`config.mk`:
```
export PLATFORM = sky130hd
export DESIGN_NAME = adc_spi_reader
export DESIGN_NICKNAME = d
export VERILOG_FILES = /design/src/rtl/adc_spi_reader_pkg.sv /design/src/rtl/adc_spi_reader_half_tick.sv /design/src/rtl/adc_spi_reader.sv
export SDC_FILE = /design/constraint.sdc
export NUM_CORES = 1
export LEC_CHECK = 0
export CAP_MARGIN = 10
export CORE_MARGIN = 2
export CORE_UTILIZATION = 42
export CTS_CLUSTER_DIAMETER = 120
export DETAILED_ROUTE_END_ITERATION = 6
export PLACE_DENSITY = 0.7
export SLEW_MARGIN = 10
export SYNTH_ARGS = -nofsm -noshare
export SYNTH_HDL_FRONTEND = slang
export SYNTH_SLANG_ARGS = --single-unit
```
`constraint.sdc`:
```
create_clock -name CLK -period 2.3 [get_ports CLK]
set_input_delay 0.23 -clock CLK [delete_from_list [all_inputs] [get_ports CLK]]
set_output_delay 0.23 -clock CLK [all_outputs]
set_load 0.02 [all_outputs]
```
`src/rtl/adc_spi_reader_pkg.sv`:
```
// Shared frame geometry and FSM encoding for the ADC SPI reader.
package adc_spi_reader_pkg;
  localparam int FRAME_BITS     = 16;
  localparam int DATA_BITS      = 12;
  localparam int DATA_FIRST_BIT = 2;
  localparam int DATA_LAST_BIT  = 13;
  // Bit 16 is high-Z and never stored, so the shift register keeps bits 1..15.
  localparam int SHREG_W        = FRAME_BITS - 1;
  // Bit k (1-based, rising-edge order) lands at shreg index FRAME_BITS-1-k.
  localparam int LEAD_IDX       = FRAME_BITS - 2;
  localparam int DATA_MSB_IDX   = FRAME_BITS - 1 - DATA_FIRST_BIT;
  localparam int TRAIL0_IDX     = FRAME_BITS - 2 - DATA_LAST_BIT;
  localparam int TRAIL1_IDX     = FRAME_BITS - 3 - DATA_LAST_BIT;

  typedef enum logic [2:0] {
    ST_IDLE, ST_SETUP, ST_LOW, ST_HIGH, ST_HOLD
  } state_t;
endpackage

```
`src/rtl/adc_spi_reader_half_tick.sv`:
```
// Half-period timebase: one-CLK tick every HALF_DIV cycles while enabled.
module adc_spi_reader_half_tick #(
  parameter int HALF_DIV = 2
) (
  input  logic CLK,
  input  logic nRST,
  input  logic en,
  output logic tick
);
  localparam int W = $clog2(HALF_DIV + 1);

  logic [W-1:0] cnt;

  assign tick = en && (cnt == W'(HALF_DIV - 1));

  // Held at zero while disabled, so the first tick lands HALF_DIV cycles after enable.
  always_ff @(posedge CLK or negedge nRST) begin
    if (!nRST)             cnt <= '0;
    else if (!en || tick)  cnt <= '0;
    else                   cnt <= cnt + 1'b1;
  end
endmodule

```
`src/rtl/adc_spi_reader.sv`:
```
// SPI master for a 3-wire 12-bit ADC; one valid strobe per 16-clock frame.
module adc_spi_reader
  import adc_spi_reader_pkg::*;
#(
  parameter int HALF_DIV   = 2,
  parameter int CS_HIGH_HP = 2
) (
  input  logic                 CLK,
  input  logic                 nRST,
  input  logic                 start,
  input  logic                 DOUT,
  output logic                 nCS,
  output logic                 SCLK,
  output logic [DATA_BITS-1:0] sample,
  output logic                 sample_valid,
  output logic                 frame_err,
  output logic                 busy
);
  localparam int HW = $clog2(CS_HIGH_HP + 1);

  state_t             state;
  logic               tick;
  logic [4:0]         bit_cnt;
  logic [HW-1:0]      hold_cnt;
  logic [SHREG_W-1:0] shreg;

  adc_spi_reader_half_tick #(.HALF_DIV(HALF_DIV)) u_tick (
    .CLK  (CLK),
    .nRST (nRST),
    .en   (state != ST_IDLE),
    .tick (tick)
  );

  always_ff @(posedge CLK or negedge nRST) begin
    if (!nRST) begin
      state        <= ST_IDLE;
      nCS          <= 1'b1;
      SCLK         <= 1'b1;
      sample       <= '0;
      sample_valid <= 1'b0;
      frame_err    <= 1'b0;
      busy         <= 1'b0;
      bit_cnt      <= '0;
      hold_cnt     <= '0;
      shreg        <= '0;
    end else begin
      sample_valid <= 1'b0;
      case (state)
        ST_IDLE: if (start) begin
          nCS   <= 1'b0;
          busy  <= 1'b1;
          state <= ST_SETUP;
        end
        ST_SETUP: if (tick) begin
          SCLK    <= 1'b0;
          bit_cnt <= '0;
          state   <= ST_LOW;
        end
        // DOUT has had a full low phase to settle; sample it as SCLK rises.
        ST_LOW: if (tick) begin
          SCLK    <= 1'b1;
          bit_cnt <= bit_cnt + 5'd1;
          if (bit_cnt != 5'(FRAME_BITS - 1)) shreg <= {shreg[SHREG_W-2:0], DOUT};
          state   <= ST_HIGH;
        end
        ST_HIGH: if (tick) begin
          if (bit_cnt < 5'(FRAME_BITS)) begin
            SCLK  <= 1'b0;
            state <= ST_LOW;
          end else begin
            nCS          <= 1'b1;
            sample       <= shreg[DATA_MSB_IDX -: DATA_BITS];
            frame_err    <= shreg[LEAD_IDX] | shreg[TRAIL0_IDX] | shreg[TRAIL1_IDX];
            sample_valid <= 1'b1;
            hold_cnt     <= '0;
            state        <= ST_HOLD;
          end
        end
        ST_HOLD: if (tick) begin
          if (hold_cnt == HW'(CS_HIGH_HP - 1)) begin
            if (start) begin
              nCS   <= 1'b0;
              state <= ST_SETUP;
            end else begin
              busy  <= 1'b0;
              state <= ST_IDLE;
            end
          end else begin
            hold_cnt <= hold_cnt + 1'b1;
          end
        end
        default: state <= ST_IDLE;
      endcase
    end
  end
endmodule

```
Word level (Yosys, flattened, before mapping)
Index checks and enable logic that the tools add are counted.

operators by class
  $add $sub $neg = 3
  bitwise logic cells = 3
  reduce and logical (&&, ||, !) cells = 18
  order comparisons = 1
  multiplexer cells = 37
  eq/ne operators = 17

operators by type and width
  kind                 count
  $mux 3               7
  $reduce_and 5->1     4
  $mux 1               17
  $pmux 3 s5           1
  $ne 2x2->1 const B   6
  $mux 2               5
  $mux 5               2
  $pmux 5 s2           1
  $reduce_and 3->1     3
  $reduce_bool 3->1    3
  $ne 2x1->1 const B   4
  $eq 3x2->1 const B   2
  $pmux 1 s3           2
  $reduce_and 6->1     1
  $reduce_bool 2->1    3
  $add 5x1->5 const B  1
  $lt 5x5->1 const B   1
  $ne 5x4->1 const B   1
  $add 2x1->2 const B  2
  $eq 2x1->1 const B   2
  $pmux 2 s2           1
  $eq 3x1->1 const B   1
  $eq 3x3->1 const B   1
  $logic_not 3->1      1
  other kinds (6)      7

word-level totals
  register bits = 44
  logic and storage cells = 90

Longest topological paths before layout
  depth after elaboration = 4
  gate-level depth with buffers = 8
  gate-level depth less buffers = 5

Cells and area by module
A second synthesis with hierarchy kept.

second synthesis, totals
  cell total of the unflattened synthesis = 152
  area, all modules = 1976.9 µm²

modules (own cells, without submodules)
  module                    area an instance (µm²)  cells each  instances  sequential area each (µm²)
  adc_spi_reader            1879.3                  145         1          1053.5
  adc_spi_reader_half_tick  97.6                    7           1          50.0

Worst setup path before layout
No wires, ideal clock.

  kind = register to register
  start point = reg bit_cnt[0]
  end point = reg shreg[10]
  data required time = 2.175 ns
  library setup time = 0.125 ns
  stages on the path, launching flop included = 8
  clock period less this slack = 2.081 ns
  setup slack = 0.219 ns
  data arrival time = 1.956 ns
  cell sequence = dfrtp_1 ha_1 and3_1 ha_1 or4_4 buf_6 buf_6 mux2_4

on the way
  word-level cells in the longest chain between the ends = 2

ends and longest elaborated chain
  item                               RTL line              RTL
  start, declared                    adc_spi_reader.sv:23  logic [4:0] bit_cnt;
  start signal, assigned             adc_spi_reader.sv:62  bit_cnt <= bit_cnt + 5'd1;
  $ne 5x4->1                         adc_spi_reader.sv:63  if (bit_cnt != 5'(FRAME_BITS - 1)) shreg <= {shreg[SHREG_W-2:0], DOUT};
  $reduce_and 3->1 (no source line)  -
  end signal, assigned               adc_spi_reader.sv:63
  end, declared                      adc_spi_reader.sv:25  logic [SHREG_W-1:0] shreg;

Every way passes these cells.
A chain may end at the register's enable or synchronous reset.

Worst setup path in the final report
  start point = reg bit_cnt[0]
  end point = reg shreg[4]

The elaborated chain is that of the path after synthesis.

==> key figures <==
Outcome
  – Status: completed

Clock tree
  – CTS buffer count: 5
  – Root buf cell: clkbuf_8
  – H-Tree Depth: 2
  – Clk buf depth: 2
  – Hold buffers post-CTS: 0
  – Post-CTS sizing: 0
  – Setup bufs post-CTS: 0
  – CTS clk-pin slew, worst paths: 0.09 ns
  – CTS tree: built
  – CTS Sinks: between 40 and 50
  – Clk Latency, worst-skew pair: around 0.3 ns

Final layout
  – # fillers: ~360
  – Most common cell after layout, fill and taps aside: dfrtp_1
  – Fin nets: 183
  – Layout cells sized above 1: 27.8%
  – Diode count: 0
  – Final Core Density: approximately 53%
  – Area used by multi-input combinational logic: just under 800 µm²
  – Flip-flop and latch area: between 1000 and 1500 µm²
  – Most frequent cells in the layout: dfrtp_1, clkdlybuf4s50_1, mux2_2
  – Area grow syn2layout: 19.4%

Floorplanning
  – Die area: 5200 µm²
  – FP Rows: 24
  – Chip width: between 70 and 80 µm
  – I/O Pins: 21
  – Die Span Y: 72.1 µm
  – Initial Util: between 40 and 50%
  – Core Region: between 4000 and 5000 µm²

STA
  – Slew Limit Fails: 0
  – Final Hold Fails: 0
  – Final setup viols: 0
  – Normalized max-slew margin: roughly a third
  – Fin Setup TNS: 0 ns
  – Setup Skew: 0.00995 ns
  – Worst Max-Slew Pin Slew: between 0.9 and 1 ns
  – PnR worst setup slack: roughly 0.19 ns
  – Fmax: about 0.47 GHz
  – Unrepaired setup endpoints after global routing: false
  – Tmin final: 2.11 ns
  – Tcrit/Tclk final: 91.9%

Critical path
  – Worst Setup End Kind: flop
  – Setup slack, reg-to-reg: 0.19 ns
  – CP Launch Type: flop
  – Worst path arrival time: roughly 2.3 ns
  – Critical Setup Path Class: reg -> reg
  – Critical Path Fanout Max: 15
  – Critical path required time: between 2 and 2.5 ns

Yosys
  – Ranking of synthesized cells by area: dfrtp_1, mux2_2, mux2_4
  – Ys Warns: 0
  – Number of distinct library cells after synthesis: 37
  – Compound-gate portion of the synthesized area: approximately 11%
  – Adder-cell area share of the yosys netlist: under 10%
  – Register area share after synthesis: between 50 and 60%
  – Area leader, netlist: dfrtp_1
  – Syn Inst Count: 150
  – FF+latch count, synth: between 40 and 50
  – Simple-Gate Fraction of Synth Area: under 10%
  – Post-synthesis mux area share: between 10% and 20%
  – Xor and xnor area share after synthesis: 0%
  – Post-synth net total: around 160
  – Avg Inst Size Synth: 13.0 µm²
  – Cell area after synthesis: about 1900 µm²
  – Main combinational cell family by area after synthesis: multiplexers
  – Synth top area share: a little over half

Global routing
  – Gr usage total: around 17%
  – Largest net degree at the start of global routing: 45
  – First-pass GRT wire length: about 6.7 mm
  – Initial antenna violation count: 0
  – Vias in the first global route: ~1400
  – Global route total overflow: 0

Detailed routing
  – Vias per cell: approximately 5.7
  – TritonRoute pass-1 iters: 4
  – WL final: 3.71 mm
  – Vias: roughly 1300
  – DR DRC count: 0
  – Wire per inst: ~16 µm
  – Antenna Nets Post-Route: 0
  – Initial DRC count: ~70

Place
  – Final GP Congestion: 0.825
  – Post-DP HPWL: approximately 2.5 mm
  – # port buffers: 20
  – Placement Setup Slack: around 0.21 ns

Pwr
  – Maximum vdd drop: 0.479 mV
  – Pleak: 1.07 nW
  – Power per cell area: between 900 and 1000 nW/µm²

Worst hold path
  – HP Class: in -> async

Run
  – Max-cap violations: 0
[power by group]
group,switching [mW],internal [mW]
Combinational,0.310,0.270
Sequential,0.127,0.894
Clock,0.282,0.327
Total,0.719,1.49
[Yosys cell counts, drive strengths merged]
master,instances
a21oi,6
a22o,2
a22oi,2
a2bb2oi,1
a31oi,2
and3,1
buf,5
clkbuf,4
dfrtp,42
dfstp,2
ha,4
inv,6
mux2,28
nand2,5
nand2b,2
nand3,3
nor2,3
nor2b,5
nor3,4
nor4b,2
o211ai,1
o21ai,6
o21bai,1
o221ai,1
o22a,1
o22ai,2
o2bb2ai,2
o311ai,1
o31ai,2
o41ai,1
or3,1
or3b,1
or4,1
[worst max-delay path: stages, from the launching register on]
cell and delay [ns]:
dfrtp_1 0.43, ha_1 0.24, and3_1 0.17, ha_1 0.18, or4_4 0.63, mux2_4 0.34
[layout make-up]
type | instances | share of cell area, %
clock buffer | 5 | 2.96
clock inverter | 3 | 2.04
inverter | 6 | 0.968
multi-input combinational | 91 | 33.1
sequential | 44 | 47.4
tap | 52 | 2.80
timing repair buffer | 27 | 10.7
[metrics by stage]
stage | hold WS, ns | area (µm²) | std cells | power (mW)
after CTS | 0.104 | 2330 | 228 | 2.22
final | 0.0827 | 2330 | 228 | 2.21
after global placement | 0.417 | 2210 | 220 | 1.55
after floorplan | -0.0656 | 1950 | 150 | 1.42
after detailed placement | 0.437 | 2210 | 220 | 1.61
after global routing | 0.154 | 2330 | 228 | 2.34
[logic make-up after synthesis]
group / Yosys count
compound gates: 31
fa+ha+maj: 4
buf+inv: 15
flops: 44
mux: 28
simple gates: 28
[routing by layer]
layer / up-vias / wire length (µm) / global-route usage, %
met2: 46 / 1810 / 26.4
li1: 597 / - / -
met3: 6 / 170 / 3.75
met4: 0 / 63 / 6.71
met5: - / 0 / 0
met1: 655 / 1670 / 22.2
[registers in the layout, summed over array words and instances, names as in the netlist]
signal        cells
nCS               1
bit_cnt           5
state             3
sample           12
u_tick.cnt        2
shreg            15
SCLK              1
busy              1
sample_valid      1
frame_err         1
hold_cnt          2
[worst paths after layout]
kind	from	cells past startpoint	end
hold / removal	nRST	1	bit_cnt[2]
max in group asynchronous	nRST	1	hold_cnt[0]
setup / recovery	bit_cnt[0]	5	shreg[4]
min in group CLK	u_tick.cnt[0]	1	u_tick.cnt[0]
hold reg to reg	u_tick.cnt[0]	1	u_tick.cnt[0]
setup reg to reg	bit_cnt[0]	5	shreg[4]
No activity file was read; power rests on OpenSTA's default activity.
